**config.mk**
```make
export PLATFORM = sky130hd
export DESIGN_NAME = bpred_update_ctrl
export DESIGN_NICKNAME = d
export VERILOG_FILES = /design/src/rtl/bpred_update_ctrl.sv
export SDC_FILE = /design/constraint.sdc
export NUM_CORES = 1
export LEC_CHECK = 0
export CAP_MARGIN = 20
export CORE_MARGIN = 5
export CORE_UTILIZATION = 49
export CTS_CLUSTER_DIAMETER = 120
export DETAILED_ROUTE_END_ITERATION = 6
export PLACE_DENSITY = 0.88
export SYNTH_ARGS = -nofsm -noshare
export SYNTH_HDL_FRONTEND = slang
export SYNTH_SLANG_ARGS = --single-unit
```
**constraint.sdc**
```tcl
create_clock -name clk -period 2.6 [get_ports clk]
set_input_delay 0.52 -clock clk [delete_from_list [all_inputs] [get_ports clk]]
set_output_delay 0.52 -clock clk [all_outputs]
set_load 0.02 [all_outputs]
```
**src/rtl/bpred_update_ctrl.sv**
```systemverilog
// Execute-side branch predictor update controller: carries fetch-time prediction
// metadata to execute, detects mispredicts, and drives predictor update/recovery.
module bpred_update_ctrl #(
  parameter int PIPE_DEPTH = 2
) (
  input  logic        clk,
  input  logic        reset,
  input  logic        stall,
  input  logic        f_valid,
  input  logic        f_p_dir,
  input  logic [31:0] f_p_target,
  input  logic [11:0] f_bimodal,
  input  logic [8:0]  f_carry,
  input  logic        ex_is_branch,
  input  logic        ex_taken,
  input  logic [31:0] ex_target,
  input  logic [31:0] ex_PC4,
  input  logic        ex_is_call,
  input  logic        ex_is_ret,
  output logic        execute_bpredictor_update,
  output logic [31:0] execute_bpredictor_PC4,
  output logic [31:0] execute_bpredictor_target,
  output logic        execute_bpredictor_dir,
  output logic        execute_bpredictor_miss,
  output logic [11:0] execute_bpredictor_bimodal,
  output logic        execute_missPred,
  output logic        execute_c_r_after_r,
  output logic        execute_isCall,
  output logic [29:0] up_btb_data,
  output logic [8:0]  up_carry_data,
  output logic [3:0]  byte_en
);

  localparam int LAST = PIPE_DEPTH - 1;

  logic        stg_valid_q  [PIPE_DEPTH];
  logic        stg_valid_d  [PIPE_DEPTH];
  logic        stg_dir_q    [PIPE_DEPTH];
  logic        stg_dir_d    [PIPE_DEPTH];
  logic [31:0] stg_target_q [PIPE_DEPTH];
  logic [31:0] stg_target_d [PIPE_DEPTH];
  logic [11:0] stg_bimodal_q[PIPE_DEPTH];
  logic [11:0] stg_bimodal_d[PIPE_DEPTH];
  logic [8:0]  stg_carry_q  [PIPE_DEPTH];
  logic [8:0]  stg_carry_d  [PIPE_DEPTH];

  logic        flush_q, flush_d;
  logic        last_ret_q, last_ret_d;

  logic        update_q, update_d;
  logic [31:0] pc4_q, pc4_d;
  logic [31:0] target_q, target_d;
  logic        dir_q, dir_d;
  logic        miss_q, miss_d;
  logic [11:0] bimodal_q, bimodal_d;
  logic        miss_pred_q, miss_pred_d;
  logic        c_r_after_r_q, c_r_after_r_d;
  logic        is_call_q, is_call_d;
  logic [29:0] btb_data_q, btb_data_d;
  logic [8:0]  carry_data_q, carry_data_d;
  logic [3:0]  byte_en_q, byte_en_d;

  logic resolve;
  logic tgt_diff;
  logic miss;

  // A pending flush blocks resolution so the wrong-path branch in the last stage is ignored.
  always_comb begin
    resolve  = stg_valid_q[LAST] & ex_is_branch & ~stall & ~flush_q;
    tgt_diff = (stg_target_q[LAST] != ex_target);
    miss     = (stg_dir_q[LAST] != ex_taken) | (ex_taken & tgt_diff);
  end

  always_comb begin
    stg_valid_d   = stg_valid_q;
    stg_dir_d     = stg_dir_q;
    stg_target_d  = stg_target_q;
    stg_bimodal_d = stg_bimodal_q;
    stg_carry_d   = stg_carry_q;
    if (!stall) begin
      stg_valid_d[0]   = f_valid & ~flush_q;
      stg_dir_d[0]     = f_p_dir;
      stg_target_d[0]  = f_p_target;
      stg_bimodal_d[0] = f_bimodal;
      stg_carry_d[0]   = f_carry;
      for (int k = 1; k < PIPE_DEPTH; k++) begin
        stg_valid_d[k]   = stg_valid_q[k-1] & ~flush_q;
        stg_dir_d[k]     = stg_dir_q[k-1];
        stg_target_d[k]  = stg_target_q[k-1];
        stg_bimodal_d[k] = stg_bimodal_q[k-1];
        stg_carry_d[k]   = stg_carry_q[k-1];
      end
    end
  end

  // A flush raised just before a stall survives until the stall drops.
  always_comb begin
    flush_d    = stall ? flush_q : (resolve & miss);
    last_ret_d = resolve ? ex_is_ret : last_ret_q;
  end

  always_comb begin
    update_d      = resolve;
    miss_pred_d   = resolve & miss;
    pc4_d         = pc4_q;
    target_d      = target_q;
    dir_d         = dir_q;
    miss_d        = miss_q;
    bimodal_d     = bimodal_q;
    c_r_after_r_d = c_r_after_r_q;
    is_call_d     = is_call_q;
    btb_data_d    = btb_data_q;
    carry_data_d  = carry_data_q;
    byte_en_d     = byte_en_q;
    if (resolve) begin
      pc4_d         = ex_PC4;
      target_d      = ex_target;
      dir_d         = ex_taken;
      miss_d        = miss;
      bimodal_d     = stg_bimodal_q[LAST];
      c_r_after_r_d = (ex_is_call | ex_is_ret) & last_ret_q;
      is_call_d     = ex_is_call;
      btb_data_d    = ex_target[31:2];
      carry_data_d  = stg_carry_q[LAST];
      byte_en_d     = (ex_taken & tgt_diff) ? 4'b1111 : 4'b0001;
    end
  end

  always_ff @(posedge clk) begin
    if (reset) begin
      for (int k = 0; k < PIPE_DEPTH; k++) begin
        stg_valid_q[k]   <= 1'b0;
        stg_dir_q[k]     <= 1'b0;
        stg_target_q[k]  <= 32'd0;
        stg_bimodal_q[k] <= 12'd0;
        stg_carry_q[k]   <= 9'd0;
      end
      flush_q       <= 1'b0;
      last_ret_q    <= 1'b0;
      update_q      <= 1'b0;
      pc4_q         <= 32'd0;
      target_q      <= 32'd0;
      dir_q         <= 1'b0;
      miss_q        <= 1'b0;
      bimodal_q     <= 12'd0;
      miss_pred_q   <= 1'b0;
      c_r_after_r_q <= 1'b0;
      is_call_q     <= 1'b0;
      btb_data_q    <= 30'd0;
      carry_data_q  <= 9'd0;
      byte_en_q     <= 4'b0001;
    end else begin
      stg_valid_q   <= stg_valid_d;
      stg_dir_q     <= stg_dir_d;
      stg_target_q  <= stg_target_d;
      stg_bimodal_q <= stg_bimodal_d;
      stg_carry_q   <= stg_carry_d;
      flush_q       <= flush_d;
      last_ret_q    <= last_ret_d;
      update_q      <= update_d;
      pc4_q         <= pc4_d;
      target_q      <= target_d;
      dir_q         <= dir_d;
      miss_q        <= miss_d;
      bimodal_q     <= bimodal_d;
      miss_pred_q   <= miss_pred_d;
      c_r_after_r_q <= c_r_after_r_d;
      is_call_q     <= is_call_d;
      btb_data_q    <= btb_data_d;
      carry_data_q  <= carry_data_d;
      byte_en_q     <= byte_en_d;
    end
  end

  assign execute_bpredictor_update  = update_q;
  assign execute_bpredictor_PC4     = pc4_q;
  assign execute_bpredictor_target  = target_q;
  assign execute_bpredictor_dir     = dir_q;
  assign execute_bpredictor_miss    = miss_q;
  assign execute_bpredictor_bimodal = bimodal_q;
  assign execute_missPred           = miss_pred_q;
  assign execute_c_r_after_r        = c_r_after_r_q;
  assign execute_isCall             = is_call_q;
  assign up_btb_data                = btb_data_q;
  assign up_carry_data              = carry_data_q;
  assign byte_en                    = byte_en_q;

endmodule
```
Yosys cells after proc, flatten, opt, wreduce, memory -nomap -nowiden
Cells that the tools add are included.
{"block": "classes", "eq_ne": 2, "mux": 1, "n_bitwise": 12}
{"op": "$ne A32 B32 Y1", "count": 1}
{"op": "$and A1 B1 Y1", "count": 8}
{"op": "$mux W4", "count": 1}
{"op": "$not A1 Y1", "count": 2}
{"op": "$or A1 B1 Y1", "count": 2}
{"op": "$ne A1 B1 Y1", "count": 1}
{"block": "totals", "ff_bits": 237, "input_bits": 126, "out_inout_bits": 125, "elab_cells": 39}

Longest topological paths before layout
Gate-level depths: netlist of run 1.
{"block": "logic_depth", "ltp_word": 4, "depth_mapped": 7, "ltp_nobuf": 5}

Least setup slack after synthesis of run 1
OpenSTA, ideal clock, no wires.
{"block": "synth_timing", "path_kind": "input to register", "start": "input stall", "end": "register pc4_q[10] (netlist: execute_bpredictor_PC4[10])", "setup_time_ps": 117, "arrival_time_ps": 1380, "t_required_ps": 2483, "slack_ps": 1104, "cell_stages": 5, "n_path_buf": 2, "cell_sequence": "buf_2 nor2_4 a31oi_4 clkbuf_1 a22o_1"}
{"block": "synth_between", "elab_chain_len": 3}
{"element": "start: declaration", "line_no": "8", "text": "input logic stall,"}
{"element": "$not A1 Y1", "line_no": "69", "text": "resolve = stg_valid_q[LAST] & ex_is_branch & ~stall & ~flush_q;"}
{"element": "$and A1 B1 Y1 (2 in series)", "line_no": "69"}
{"element": "end signal: assignment", "line_no": "161", "text": "pc4_q <= pc4_d;"}
{"element": "end: declaration", "line_no": "51", "text": "logic [31:0] pc4_q, pc4_d;"}
Every way passes these cells.
A chain may end at the register's enable or synchronous reset.

Worst setup path in the final report of run 1
{"block": "layout_timing", "start": "register target_q[20] (netlist: execute_bpredictor_target[20])", "end": "output execute_bpredictor_target[20]"}
{"element": "start: declaration", "line_no": "52", "text": "logic [31:0] target_q, target_d;"}
{"element": "start signal: assignment", "line_no": "162", "text": "target_q <= target_d;"}
{"element": "end: declaration", "line_no": "22", "text": "output logic [31:0] execute_bpredictor_target,"}
No word-level cell between the ends.

==> PnR_summary.wiki, run 1 <==
{| class="wikitable"
! Metric !! Value
|-
| Run status || finished, final reports clean
|-
| Nature of the critical path endpoint || output pin
|-
| Combinational family with the most area after synthesis || multiplexers
|-
| Setup repair after global routing missed its margin || no
|-
| Longest individual stage delay on the worst path || 650 ps
|-
| Drt via density || 5.146
|-
| Post-Synthesis Cell Area || 7300 um^2
|-
| Clock tree from TritonCTS || yes
|-
| Total power || 0.006700 W
|-
| Required time at the worst-slack endpoint || 2080 ps
|-
| Nets@finish || 978
|-
| Total track usage || 19.63%
|-
| Post-CTS clock slew at the launch and capture registers of the worst setup and hold paths || 60 ps
|-
| Worst Hold Endpoint || stg_carry_q[8]
|-
| Lkg Pwr || 4.310 nW
|-
| Pin count of the biggest net entering global routing || 103
|-
| Share of the clock period used by the worst path || 78.28%
|-
| Count of unique library cells instantiated by Yosys || 22
|-
| Start of the worst register-to-register path || stg_target_q[18]
|-
| Post-synthesis simple-gate area fraction || 7.645%
|-
| Post-route setup TNS || 0 ps
|-
| Cell taking the most area after synthesis || sky130_fd_sc_hd__dfxtp_1
|-
| Share of synthesized area spent on multiplexers || 14.81%
|-
| Cell depth of the worst flop-to-flop path || 5
|-
| Category of the most critical setup path || flop to output pin
|-
| Startpoint type of the worst setup path || flop
|-
| Post-synth top area share || 55.95%
|-
| Family with the most delay on the worst path || buffers and inverters
|-
| First-pass detailed-route iteration total || 4
|-
| Vias in the first global route || 5,341
|-
| Overall die width || 132.1 um
|-
| CP Max Fanout || 3
|-
| Count of endpoints failing hold in the final timing report || 0
|-
| Number of filler instances in the final layout || 1,010
|-
| Vias || 5,408
|-
| Count of placed standard cells including taps || 1,014
|-
| Hold Path Stages || 2
|-
| Share of the synthesized area in compound gates (AO/OA/AOI/OAI) || 11.47%
|-
| Reg-to-reg endpoint || execute_missPred
|-
| Arithmetic-cell share of the synthesized area counting full adders, half adders and majority gates || 0%
|-
| Routed wirelength normalized by instance count || 17.42 um
|-
| Actual transition at the worst max-transition pin || 698.5 ps
|-
| Crit path time final || 2035 ps
|-
| Root buffer cell || sky130_fd_sc_hd__clkbuf_16
|-
| Arrival @ worst endpoint || 1520 ps
|-
| Post-route insts no fill || 1,051
|-
| Worst clock skew on the final layout || 12.03 ps
|-
| Commonest non-fill, non-tap cells in the layout || sky130_fd_sc_hd__clkdlybuf4s50_1 (247), sky130_fd_sc_hd__dfxtp_1 (204), sky130_fd_sc_hd__nor2_1 (111), sky130_fd_sc_hd__mux2i_1 (108), sky130_fd_sc_hd__a22o_1 (87)
|-
| Pre-CTS worst setup slack || 350.9 ps
|-
| Post-synthesis instance total || 652
|-
| First-pass GRT wire length || 28,360 um
|-
| Core area || 14,590 um^2
|-
| Number of antenna violations at the first check in global routing || 1
|-
| Inserted Clock Buffers || 20
|-
| Sink Count || 204
|-
| Total of warnings raised by yosys || 0
|-
| Net count after synthesis || 778
|-
| Residual DRC count || 0
|-
| Total cell area at the placement stage || 9661 um^2
|-
| Number of setup buffers added after CTS || 0
|-
| Hold/Removal Path Class || primary input to flop
|-
| Post-synthesis register bit count || 204
|-
| Final Routed Wirelength || 18,310 um
|-
| FP Rows || 44
|-
| Cell types with the largest area share after synthesis || sky130_fd_sc_hd__dfxtp_1 (56%), sky130_fd_sc_hd__mux2i_1 (15%), sky130_fd_sc_hd__a22o_1 (10%)
|-
| Die Area || 17,440 um^2
|-
| PD cells || 648.1 nW/um^2
|-
| Slew Limit Headroom || 53.43%
|-
| Fraction of layout cells with a size suffix above 1 || 5.196%
|-
| Sum of buffers and inverters on the critical path || 1
|-
| Number of buffers inserted for hold repair after clock tree synthesis || 0
|-
| Top-Level Pins || 251
|-
| Least setup slack across all paths after layout || 564.6 ps
|-
| Number of levels in the clock H-tree || 1
|-
| Reg2Reg Setup Slack || 1040 ps
|-
| Effective utilization at floorplan || 50.03%
|-
| Fin. max-slew vios || 0
|-
| Routed Antenna Nets || 0
|-
| Area growth from synthesis to layout || 41.62%
|-
| Synth Area per Inst || 11.20 um^2
|-
| Cell breakdown of the critical path || clkdlybuf4s50_1
|-
| Area share of xor/xnor cells in the synthesized design || 3.840%
|-
| GPL Wtd Cong || 0.7593
|-
| Vertical die dimension || 132.1 um
|-
| Start point of the worst hold path || reset
|-
| MaxCap Viol Count || 0
|-
| Initial DRC count || 219
|-
| Upper clock frequency limit || 491.3 MHz
|-
| Leading cell type in the layout, fill and taps excluded || sky130_fd_sc_hd__clkdlybuf4s50_1
|-
| Maximum buffer depth of the clock tree || 3
|-
| GRT overflow || 0
|-
| CP max stage cell || sky130_fd_sc_hd__clkdlybuf4s50_1
|-
| Worst-skew pair later-pin latency || 480 ps
|-
| HPWL after detailed placement || 12,920 um
|-
| Number of gates resized after cts || 0
|-
| Area of all placed cells without fillers || 10,340 um^2
|-
| Number of input and output port buffers inserted || 249
|-
| Peak supply drop || 404.4 uV
|-
| Setup-violating endpoint count in the final report || 0
|-
| Post-synthesis sequential area ratio || 55.95%
|}
-- final cells by class --
cell class | count | area, um^2 | share of cell area [%]
Tap cell | 184 | 230.2 | 2.227
Clock buffer | 30 | 619.3 | 5.991
Antenna cell | 1 | 2.502 | 0.02421
Timing Repair Buffer | 255 | 2586 | 25.02
Clock inverter | 6 | 55.05 | 0.5326
Multi-Input combinational cell | 371 | 2760 | 26.70
Sequential cell | 204 | 4084 | 39.51
-- worst reg2reg max path: cells and delay by family (launching register included) --
family	cells	cell delay, ps
simple gates	3	790
flops	1	320
xor+xnor	1	190
compound gates	1	130
-- worst max-delay path by stage --
stage	start	to	slack, ps	cells past startpoint
final	execute_bpredictor_target[20]	execute_bpredictor_target[20]	560	1
after global routing	execute_bpredictor_target[28]	up_btb_data[26]	460	1
after global placement	ex_target[13]	execute_missPred	390	6
after CTS	execute_bpredictor_target[28]	up_btb_data[26]	510	1
after detailed placement	ex_target[13]	execute_missPred	350	6
after floorplan	stall	execute_bpredictor_PC4[10]	1100	5
-- cell families (layout without fill, tap and decap cells) --
logic type,after synthesis,in the layout
xor+xnor,32,32
buf+inv,77,291
simple gates,134,134
other cells,1,2
flops,204,204
compound gates,96,96
mux,108,108
-- through the flow --
step           util (%)  hold WS, ps
6_report          70.86        351.5
5_1_grt           70.86        338.9
4_1_cts           70.84        344.1
3_5_place_dp      66.22        435.0
3_3_place_gp      66.22        428.6
2_1_floorplan         -        442.0
-- report_power, final --
| part | switching (W) | leakage [nW] | internal, W |
|---|---|---|---|
| registers | 0.0000483 | 1.66 | 0.00321 |
| clock network | 0.00115 | 0.339 | 0.00174 |
| logic | 0.000238 | 2.31 | 0.000307 |
| total | 0.00144 | 4.31 | 0.00526 |
-- per-layer routing --
metal | vias up | GRT usage, % | routed length, um
met5 | - | 0 | 0
met4 | 0 | 4.971 | 254
met3 | 21 | 5.840 | 1530
met2 | 189 | 34.70 | 9095
met1 | 2559 | 23.29 | 7434
li1 | 2639 | - | -
-- sequential cells by signal (all words and copies together), names as in the netlist, 2 cells and up --
name,flops
execute_bpredictor_PC4,32
execute_bpredictor_bimodal,12
execute_bpredictor_target,32
stg_bimodal_q,24
stg_carry_q,18
stg_dir_q,2
stg_target_q,64
stg_valid_q,2
up_carry_data,9
-- cells in the mapped netlist --
master,count
sky130_fd_sc_hd__and3_1,2
sky130_fd_sc_hd__o211ai_1,1
sky130_fd_sc_hd__a22o_1,87
sky130_fd_sc_hd__nor2_4,2
sky130_fd_sc_hd__a31oi_1,1
sky130_fd_sc_hd__nor4_1,8
sky130_fd_sc_hd__dfxtp_1,204
sky130_fd_sc_hd__a22oi_1,4
sky130_fd_sc_hd__o21ai_1,2
sky130_fd_sc_hd__nor2_1,111
sky130_fd_sc_hd__nand3_2,1
sky130_fd_sc_hd__buf_2,28
sky130_fd_sc_hd__buf_4,35
sky130_fd_sc_hd__nand4_1,2
sky130_fd_sc_hd__a31oi_4,1
sky130_fd_sc_hd__mux2i_1,108
sky130_fd_sc_hd__nand2_1,7
sky130_fd_sc_hd__buf_1,3
sky130_fd_sc_hd__conb_1,1
sky130_fd_sc_hd__nand3b_1,1
sky130_fd_sc_hd__xor2_1,32
sky130_fd_sc_hd__clkbuf_1,11
No activity file was read; power rests on OpenSTA's default activity.
==> run 2: changes to the inputs <==
--- a/config.mk
+++ b/config.mk
@@ -7,10 +7,10 @@
 export LEC_CHECK = 0
 export CAP_MARGIN = 20
 export CORE_MARGIN = 5
-export CORE_UTILIZATION = 49
+export CORE_UTILIZATION = 45
 export CTS_CLUSTER_DIAMETER = 120
 export DETAILED_ROUTE_END_ITERATION = 6
-export PLACE_DENSITY = 0.88
+export PLACE_DENSITY = 0.82
 export SYNTH_ARGS = -nofsm -noshare
 export SYNTH_HDL_FRONTEND = slang
 export SYNTH_SLANG_ARGS = --single-unit
==> constraint.sdc (replaced) <==
create_clock -name clk -period 2.1 [get_ports clk]
set_input_delay 0.42 -clock clk [delete_from_list [all_inputs] [get_ports clk]]
set_output_delay 0.42 -clock clk [all_outputs]
set_load 0.02 [all_outputs]
==> run 2 against run 1 <==
Register-to-register slack lost 470 ps; highest routed layer unchanged; clock power grew 13%; largest cell class unchanged; routed wire length grew 1.4%.
==> PnR_summary.wiki, run 2 (synthesis results as in run 1) <==
{| class="wikitable"
! Metric !! Value
|-
| Number of input and output port buffers inserted || 249 (unchanged)
|-
| Count of placed standard cells including taps || 1,052 (+3.7%)
|-
| Number of gates resized after cts || 0 (unchanged)
|-
| Post-route insts no fill || 1,085 (+3.2%)
|-
| Initial DRC count || 201 (-8.2%)
|-
| First-pass detailed-route iteration total || 4 (unchanged)
|-
| First-pass GRT wire length || 28,370 um (about the same)
|-
| Die Area || 18,870 um^2 (+8.2%)
|-
| Peak supply drop || 497.0 uV (+23%)
|-
| Worst-skew pair later-pin latency || 480 ps (about the same)
|-
| Setup repair after global routing missed its margin || no
|-
| Root buffer cell || sky130_fd_sc_hd__clkbuf_16
|-
| Count of endpoints failing hold in the final timing report || 0 (unchanged)
|-
| Vias || 5,406 (-0.037%)
|-
| HPWL after detailed placement || 13,540 um (+4.8%)
|-
| Switching Fraction || 21.62% (+0.20 points)
|-
| GPL Wtd Cong || 0.7248 (-4.5%)
|-
| Sum of buffers and inverters on the critical path || 1 (unchanged)
|-
| Required time at the worst-slack endpoint || 1680 ps (-400 ps)
|-
| Clock tree from TritonCTS || yes
|-
| Longest individual stage delay on the worst path || 660 ps (about the same)
|-
| Drt via density || 4.982 (-3.2%)
|-
| Vias in the first global route || 5,424 (+1.6%)
|-
| Maximum buffer depth of the clock tree || 3 (unchanged)
|-
| Core area || 15,890 um^2 (+8.9%)
|-
| Number of filler instances in the final layout || 1,266 (+25%)
|-
| CP max stage cell || sky130_fd_sc_hd__clkdlybuf4s50_1
|-
| Effective utilization at floorplan || 45.95% (-4.1 points)
|-
| Share of the core filled with cells || 65.25% (-5.6 points)
|-
| Post-route setup TNS || 0 ps (unchanged)
|-
| Run status || finished, final reports clean
|-
| Top-Level Pins || 251 (unchanged)
|-
| Actual transition at the worst max-transition pin || 591.6 ps (-106.9 ps)
|-
| Vertical die dimension || 137.4 um (+4.0%)
|-
| Hold/Removal Path Class || primary input to flop
|-
| Total track usage || 18.79% (-0.84 points)
|-
| Sink Count || 204 (unchanged)
|-
| Category of the most critical setup path || flop to output pin
|-
| Largest register FFs || 64 (unchanged)
|-
| MaxCap Viol Count || 0 (unchanged)
|-
| Clock network fraction of total power || 40.8% (-2.4 points)
|-
| Fraction of layout cells with a size suffix above 1 || 5.184% (-0.012 points)
|-
| Fin. max-slew vios || 0 (unchanged)
|-
| Routed wirelength normalized by instance count || 17.11 um (-1.8%)
|-
| Total cell area at the placement stage || 9771 um^2 (+1.1%)
|-
| Number of antenna violations at the first check in global routing || 1 (unchanged)
|-
| Nature of the critical path endpoint || output pin
|-
| Routed Antenna Nets || 0 (unchanged)
|-
| Family with the most delay on the worst path || buffers and inverters
|-
| Sequential share of power || 50.7% (+2.0 points)
|-
| Arrival @ worst endpoint || 1590 ps (+70 ps)
|-
| PD cells || 769.4 nW/um^2 (+19%)
|-
| GRT overflow || 0 (unchanged)
|-
| Residual DRC count || 0 (unchanged)
|-
| Inserted Clock Buffers || 21 (+5.0%)
|-
| Share of total power in combinational logic || 8.5% (+0.4 points)
|-
| FP Rows || 46 (+4.5%)
|-
| Final Routed Wirelength || 18,560 um (+1.4%)
|-
| Register bank with the most flops || stg_target_q
|-
| Number of levels in the clock H-tree || 1 (unchanged)
|-
| Number of buffers inserted for hold repair after clock tree synthesis || 0 (unchanged)
|-
| Cell internal power dissipation || 0.006250 W (+19%)
|-
| Post-CTS clock slew at the launch and capture registers of the worst setup and hold paths || 60 ps (about the same)
|-
| CP Max Fanout || 3 (unchanged)
|-
| Share of the clock period used by the worst path || 95.50%
|-
| Area of all placed cells without fillers || 10,360 um^2 (+0.27%)
|-
| Lkg Pwr || 4.302 nW (-0.18%)
|-
| Number of setup buffers added after CTS || 0 (unchanged)
|-
| Pin count of the biggest net entering global routing || 111 (+7.8%)
|-
| Upper clock frequency limit || 498.6 MHz
|-
| Slew Limit Headroom || 60.56% (+7.1 points)
|-
| Cell breakdown of the critical path || clkdlybuf4s50_1
|-
| Nets@finish || 985 (+0.72%)
|-
| Overall die width || 137.4 um (+4.0%)
|-
| Setup-violating endpoint count in the final report || 0 (unchanged)
|-
| Commonest non-fill, non-tap cells in the layout || sky130_fd_sc_hd__clkdlybuf4s50_1 (247), sky130_fd_sc_hd__dfxtp_1 (204), sky130_fd_sc_hd__nor2_1 (111), sky130_fd_sc_hd__mux2i_1 (108), sky130_fd_sc_hd__a22o_1 (87)
|-
| Leading cell type in the layout, fill and taps excluded || sky130_fd_sc_hd__clkdlybuf4s50_1
|-
| Switching Power || 0.001724 W (+20%)
|-
| Startpoint type of the worst setup path || flop
|-
| Crit path time final || 2005 ps
|-
| Area growth from synthesis to layout || 41.99%
|-
| Worst clock skew on the final layout || 9.403 ps (-2.624 ps)
|}
[run 2: cell types whose count changed in the layout (fill, tap and decap cells not counted)]
cell                        previous run  this run
sky130_fd_sc_hd__clkinv_2              5         4
sky130_fd_sc_hd__clkbuf_1              3         5
sky130_fd_sc_hd__buf_12                4         6
sky130_fd_sc_hd__clkbuf_8              6         2
sky130_fd_sc_hd__buf_4                 3         7
sky130_fd_sc_hd__bufinv_16             1         0
[run 2: final timing paths]
| path | from | to | slack [ps] | depth (start not counted) |
|---|---|---|---|---|
| max reg2reg | stg_target_q[18] | execute_missPred | 570 | 6 |
| min reg2reg | execute_c_r_after_r | execute_c_r_after_r | 440 | 2 |
| min | stall | stg_carry_q[17] | 320 | 3 |
| max | execute_bpredictor_target[27] | execute_bpredictor_target[27] | 90 | 1 |
[run 2: routing by layer]
metal  GRT usage [%]  vias up  share of wire, %
met3           4.894       32               8.7
met5               0        -                 0
met4           5.266        0               2.2
met1           22.81     2526                41
met2           32.89      190                48
li1                -     2658                 -
[run 2: final cells by class]
type | instances | area [um^2] | share of cell area [%]
multi-input combinational | 371 | 2760 | 26.63
clock inverter | 4 | 20.02 | 0.1931
tap | 216 | 270.3 | 2.607
clock buffer | 28 | 571.8 | 5.517
antenna | 1 | 2.502 | 0.02414
timing repair buffer | 261 | 2656 | 25.63
sequential | 204 | 4084 | 39.40
[run 2: tightest hold or removal path, delay by kind of cell]
kind	cells	cell delay [ps]
mux	1	100
buf+inv	1	170
simple gates	1	70
[run 2: power groups by stage]
| stage | Clock [W] | Sequential (W) | Combinational (W) |
|---|---|---|---|
| floorplan | 0 | 0.00412 | 0.000321 |
| global placement | 0 | 0.00412 | 0.000672 |
| detailed placement | 0 | 0.00413 | 0.000683 |
| CTS | 0.00337 | 0.00404 | 0.000687 |
| global route | 0.00352 | 0.00405 | 0.000735 |
| finish | 0.00326 | 0.00404 | 0.000677 |
[run 2: stage by stage]
| stage | worst slack (ps) | hold slack (ps) | power, W |
|---|---|---|---|
| floorplan | 703.6 | 442.0 | 0.004442 |
| global placement | -22.11 | 425.3 | 0.004793 |
| detailed placement | -62.88 | 431.0 | 0.004809 |
| CTS | 57.32 | 306.5 | 0.008100 |
| global route | 27.68 | 322.7 | 0.008305 |
| finish | 94.51 | 323.2 | 0.007974 |
==> run 3: changes to the inputs <==
--- a/config.mk
+++ b/config.mk
@@ -6,11 +6,13 @@
 export NUM_CORES = 1
 export LEC_CHECK = 0
 export CAP_MARGIN = 20
+export CELL_PAD_IN_SITES_DETAIL_PLACEMENT = 0
+export CELL_PAD_IN_SITES_GLOBAL_PLACEMENT = 1
 export CORE_MARGIN = 5
-export CORE_UTILIZATION = 45
+export CORE_UTILIZATION = 34
 export CTS_CLUSTER_DIAMETER = 120
 export DETAILED_ROUTE_END_ITERATION = 6
-export PLACE_DENSITY = 0.82
+export PLACE_DENSITY = 0.81
 export SYNTH_ARGS = -nofsm -noshare
 export SYNTH_HDL_FRONTEND = slang
 export SYNTH_SLANG_ARGS = --single-unit
==> run 3 against run 2 <==
Cell area is 2.5% higher; sequential share of layout area is 0.97 points lower; sequential power hardly changed; critical path depth stayed put; global-route usage is 3.7 points lower; critical endpoint is now execute_bpredictor_target[30]; largest power group unchanged.
==> PnR_summary.wiki, run 3 (synthesis results as in run 1) <==
{| class="wikitable"
! Metric !! Value
|-
| Number of input and output port buffers inserted || 249 (unchanged)
|-
| Number of gates resized after cts || 0 (unchanged)
|-
| Commonest non-fill, non-tap cells in the layout || sky130_fd_sc_hd__clkdlybuf4s50_1 (247), sky130_fd_sc_hd__dfxtp_1 (204), sky130_fd_sc_hd__nor2_1 (111), sky130_fd_sc_hd__mux2i_1 (108), sky130_fd_sc_hd__a22o_1 (87)
|-
| Die Area || 24,500 um^2 (+30%)
|-
| Cell breakdown of the critical path || clkdlybuf4s50_1
|-
| Number of levels in the clock H-tree || 1 (unchanged)
|-
| GPL Wtd Cong || 0.7580 (+4.6%)
|-
| Family with the most delay on the worst path || buffers and inverters
|-
| Effective utilization at floorplan || 34.61% (-11 points)
|-
| Overall die width || 156.5 um (+14%)
|-
| Start of the worst register-to-register path || stg_target_q[18]
|-
| Final Routed Wirelength || 19,320 um (+4.1%)
|-
| Actual transition at the worst max-transition pin || 666.9 ps (+75.26 ps)
|-
| Worst-skew pair later-pin latency || 500 ps (+20 ps)
|-
| Nature of the critical path endpoint || output pin
|-
| Share of the clock period used by the worst path || 94.65% (-0.85 points)
|-
| FP Rows || 53 (+15%)
|-
| Start point of the worst hold path || reset
|-
| Routed wirelength normalized by instance count || 16.74 um (-2.1%)
|-
| Setup-violating endpoint count in the final report || 0 (unchanged)
|-
| Total track usage || 15.12% (-3.7 points)
|-
| Register bank with the most flops || stg_target_q
|-
| Sink Count || 204 (unchanged)
|-
| Upper clock frequency limit || 503.1 MHz (+0.90%)
|-
| Vertical die dimension || 156.5 um (+14%)
|-
| Residual DRC count || 0 (unchanged)
|-
| Root buffer cell || sky130_fd_sc_hd__clkbuf_16
|-
| Number of inserted diodes || 0 (-1)
|-
| Number of filler instances in the final layout || 1,914 (+51%)
|-
| Number of buffers inserted for hold repair after clock tree synthesis || 0 (unchanged)
|-
| Core area || 21,090 um^2 (+33%)
|-
| HPWL after detailed placement || 13,580 um (+0.26%)
|-
| Number of setup buffers added after CTS || 0 (unchanged)
|-
| Setup repair after global routing missed its margin || no
|-
| Fin. max-slew vios || 0 (unchanged)
|-
| Leading cell type in the layout, fill and taps excluded || sky130_fd_sc_hd__clkdlybuf4s50_1
|-
| Longest individual stage delay on the worst path || 640 ps (-20 ps)
|-
| MaxCap Viol Count || 0 (unchanged)
|-
| Vias || 5,422 (+0.30%)
|-
| Number of antenna violations at the first check in global routing || 4 (+3)
|-
| First-pass detailed-route iteration total || 5 (+1)
|-
| Least setup slack across all paths after layout || 112.4 ps (+17.87 ps)
|-
| Nets@finish || 990 (+0.51%)
|-
| CP max stage cell || sky130_fd_sc_hd__clkdlybuf4s50_1
|-
| Maximum buffer depth of the clock tree || 3 (unchanged)
|-
| CP Max Fanout || 3 (unchanged)
|-
| Count of placed standard cells including taps || 1,114 (+5.9%)
|-
| Area growth from synthesis to layout || 45.59%
|-
| Initial DRC count || 223 (+11%)
|-
| Lkg Pwr || 4.406 nW (+2.4%)
|-
| Vias in the first global route || 5,233 (-3.5%)
|-
| Routed Antenna Nets || 0 (unchanged)
|-
| PD cells || 822.7 nW/um^2 (+6.9%)
|-
| Reg2Reg Setup Slack || 540 ps (-30 ps)
|-
| Count of endpoints failing hold in the final timing report || 0 (unchanged)
|-
| Post-CTS clock slew at the launch and capture registers of the worst setup and hold paths || 60 ps (about the same)
|-
| Arrival @ worst endpoint || 1570 ps (-20 ps)
|-
| Start point of the critical path || execute_bpredictor_target[30]
|-
| Pin count of the biggest net entering global routing || 94 (-15%)
|-
| Peak supply drop || 453.3 uV (-8.8%)
|-
| Post-route insts no fill || 1,154 (+6.4%)
|-
| Sum of buffers and inverters on the critical path || 1 (unchanged)
|-
| Worst clock skew on the final layout || 6.305 ps (-3.099 ps)
|-
| Clock tree from TritonCTS || yes
|-
| Startpoint type of the worst setup path || flop
|-
| Run status || finished, final reports clean
|-
| Crit path time final || 1988 ps (-17.87 ps)
|-
| Required time at the worst-slack endpoint || 1680 ps (about the same)
|-
| Hold/Removal Path Class || primary input to flop
|-
| GRT overflow || 0 (unchanged)
|-
| Inserted Clock Buffers || 23 (+9.5%)
|-
| Pre-CTS worst setup slack || -85.96 ps (-23.08 ps)
|-
| First-pass GRT wire length || 29,670 um (+4.6%)
|-
| Slew Limit Headroom || 55.54% (-5.0 points)
|-
| Drt via density || 4.698 (-5.7%)
|-
| Top-Level Pins || 251 (unchanged)
|-
| Largest register FFs || 64 (unchanged)
|-
| Category of the most critical setup path || flop to output pin
|-
| Fraction of layout cells with a size suffix above 1 || 6.712% (+1.5 points)
|}
## run 3: cell types whose count changed in the layout (fill, tap and decap cells not counted)
cell,delta
sky130_fd_sc_hd__diode_2,-1
sky130_fd_sc_hd__bufinv_16,+2
sky130_fd_sc_hd__buf_12,-1
sky130_fd_sc_hd__buf_4,+4
sky130_fd_sc_hd__clkinv_2,+1
sky130_fd_sc_hd__clkbuf_16,+2
sky130_fd_sc_hd__inv_6,+1
sky130_fd_sc_hd__clkbuf_8,+5
sky130_fd_sc_hd__clkbuf_1,-3
## run 3: power by group
part / internal (W) / total, W / switching (W) / leakage [nW]
sequential: 0.00398 / 0.00404 / 0.0000598 / 1.66
combinational: 0.000384 / 0.000676 / 0.000291 / 2.36
clock: 0.00249 / 0.00403 / 0.00153 / 0.388
## run 3: stage by stage
stage	setup TNS [ps]	cell area [um^2]	hold slack, ps	power (W)	util (%)
floorplan	0	7300	442.0	0.004442	-
global placement	-190.0	9854	424.1	0.004795	46.73
CTS	0	10630	313.7	0.008874	50.40
detailed placement	-296.5	9854	434.6	0.004806	46.73
global route	0	10630	330.3	0.009101	50.40
finish	0	10630	323.3	0.008743	50.40
## run 3: final timing paths
path	cells after the start	to
hold / removal	2	stg_target_q[24]
hold reg to reg	2	execute_c_r_after_r
setup reg to reg	7	execute_missPred
setup / recovery	1	execute_bpredictor_target[30]
## run 3: metal layers
layer | part of all wire, % | GRT usage [%]
met5 | 0.29 | 0
met4 | 1.9 | 3.595
met3 | 8.3 | 4.757
met2 | 45 | 23.79
met1 | 45 | 20.39
## run 3: cell type report
cell class / instances / area, um^2 / share of cell area [%]
clock inverter: 8 / 93.84 / 0.8830
sequential: 204 / 4084 / 38.43
tap: 275 / 344.1 / 3.238
clock buffer: 32 / 679.4 / 6.393
timing repair buffer: 264 / 2666 / 25.09
multi-input combinational: 371 / 2760 / 25.97
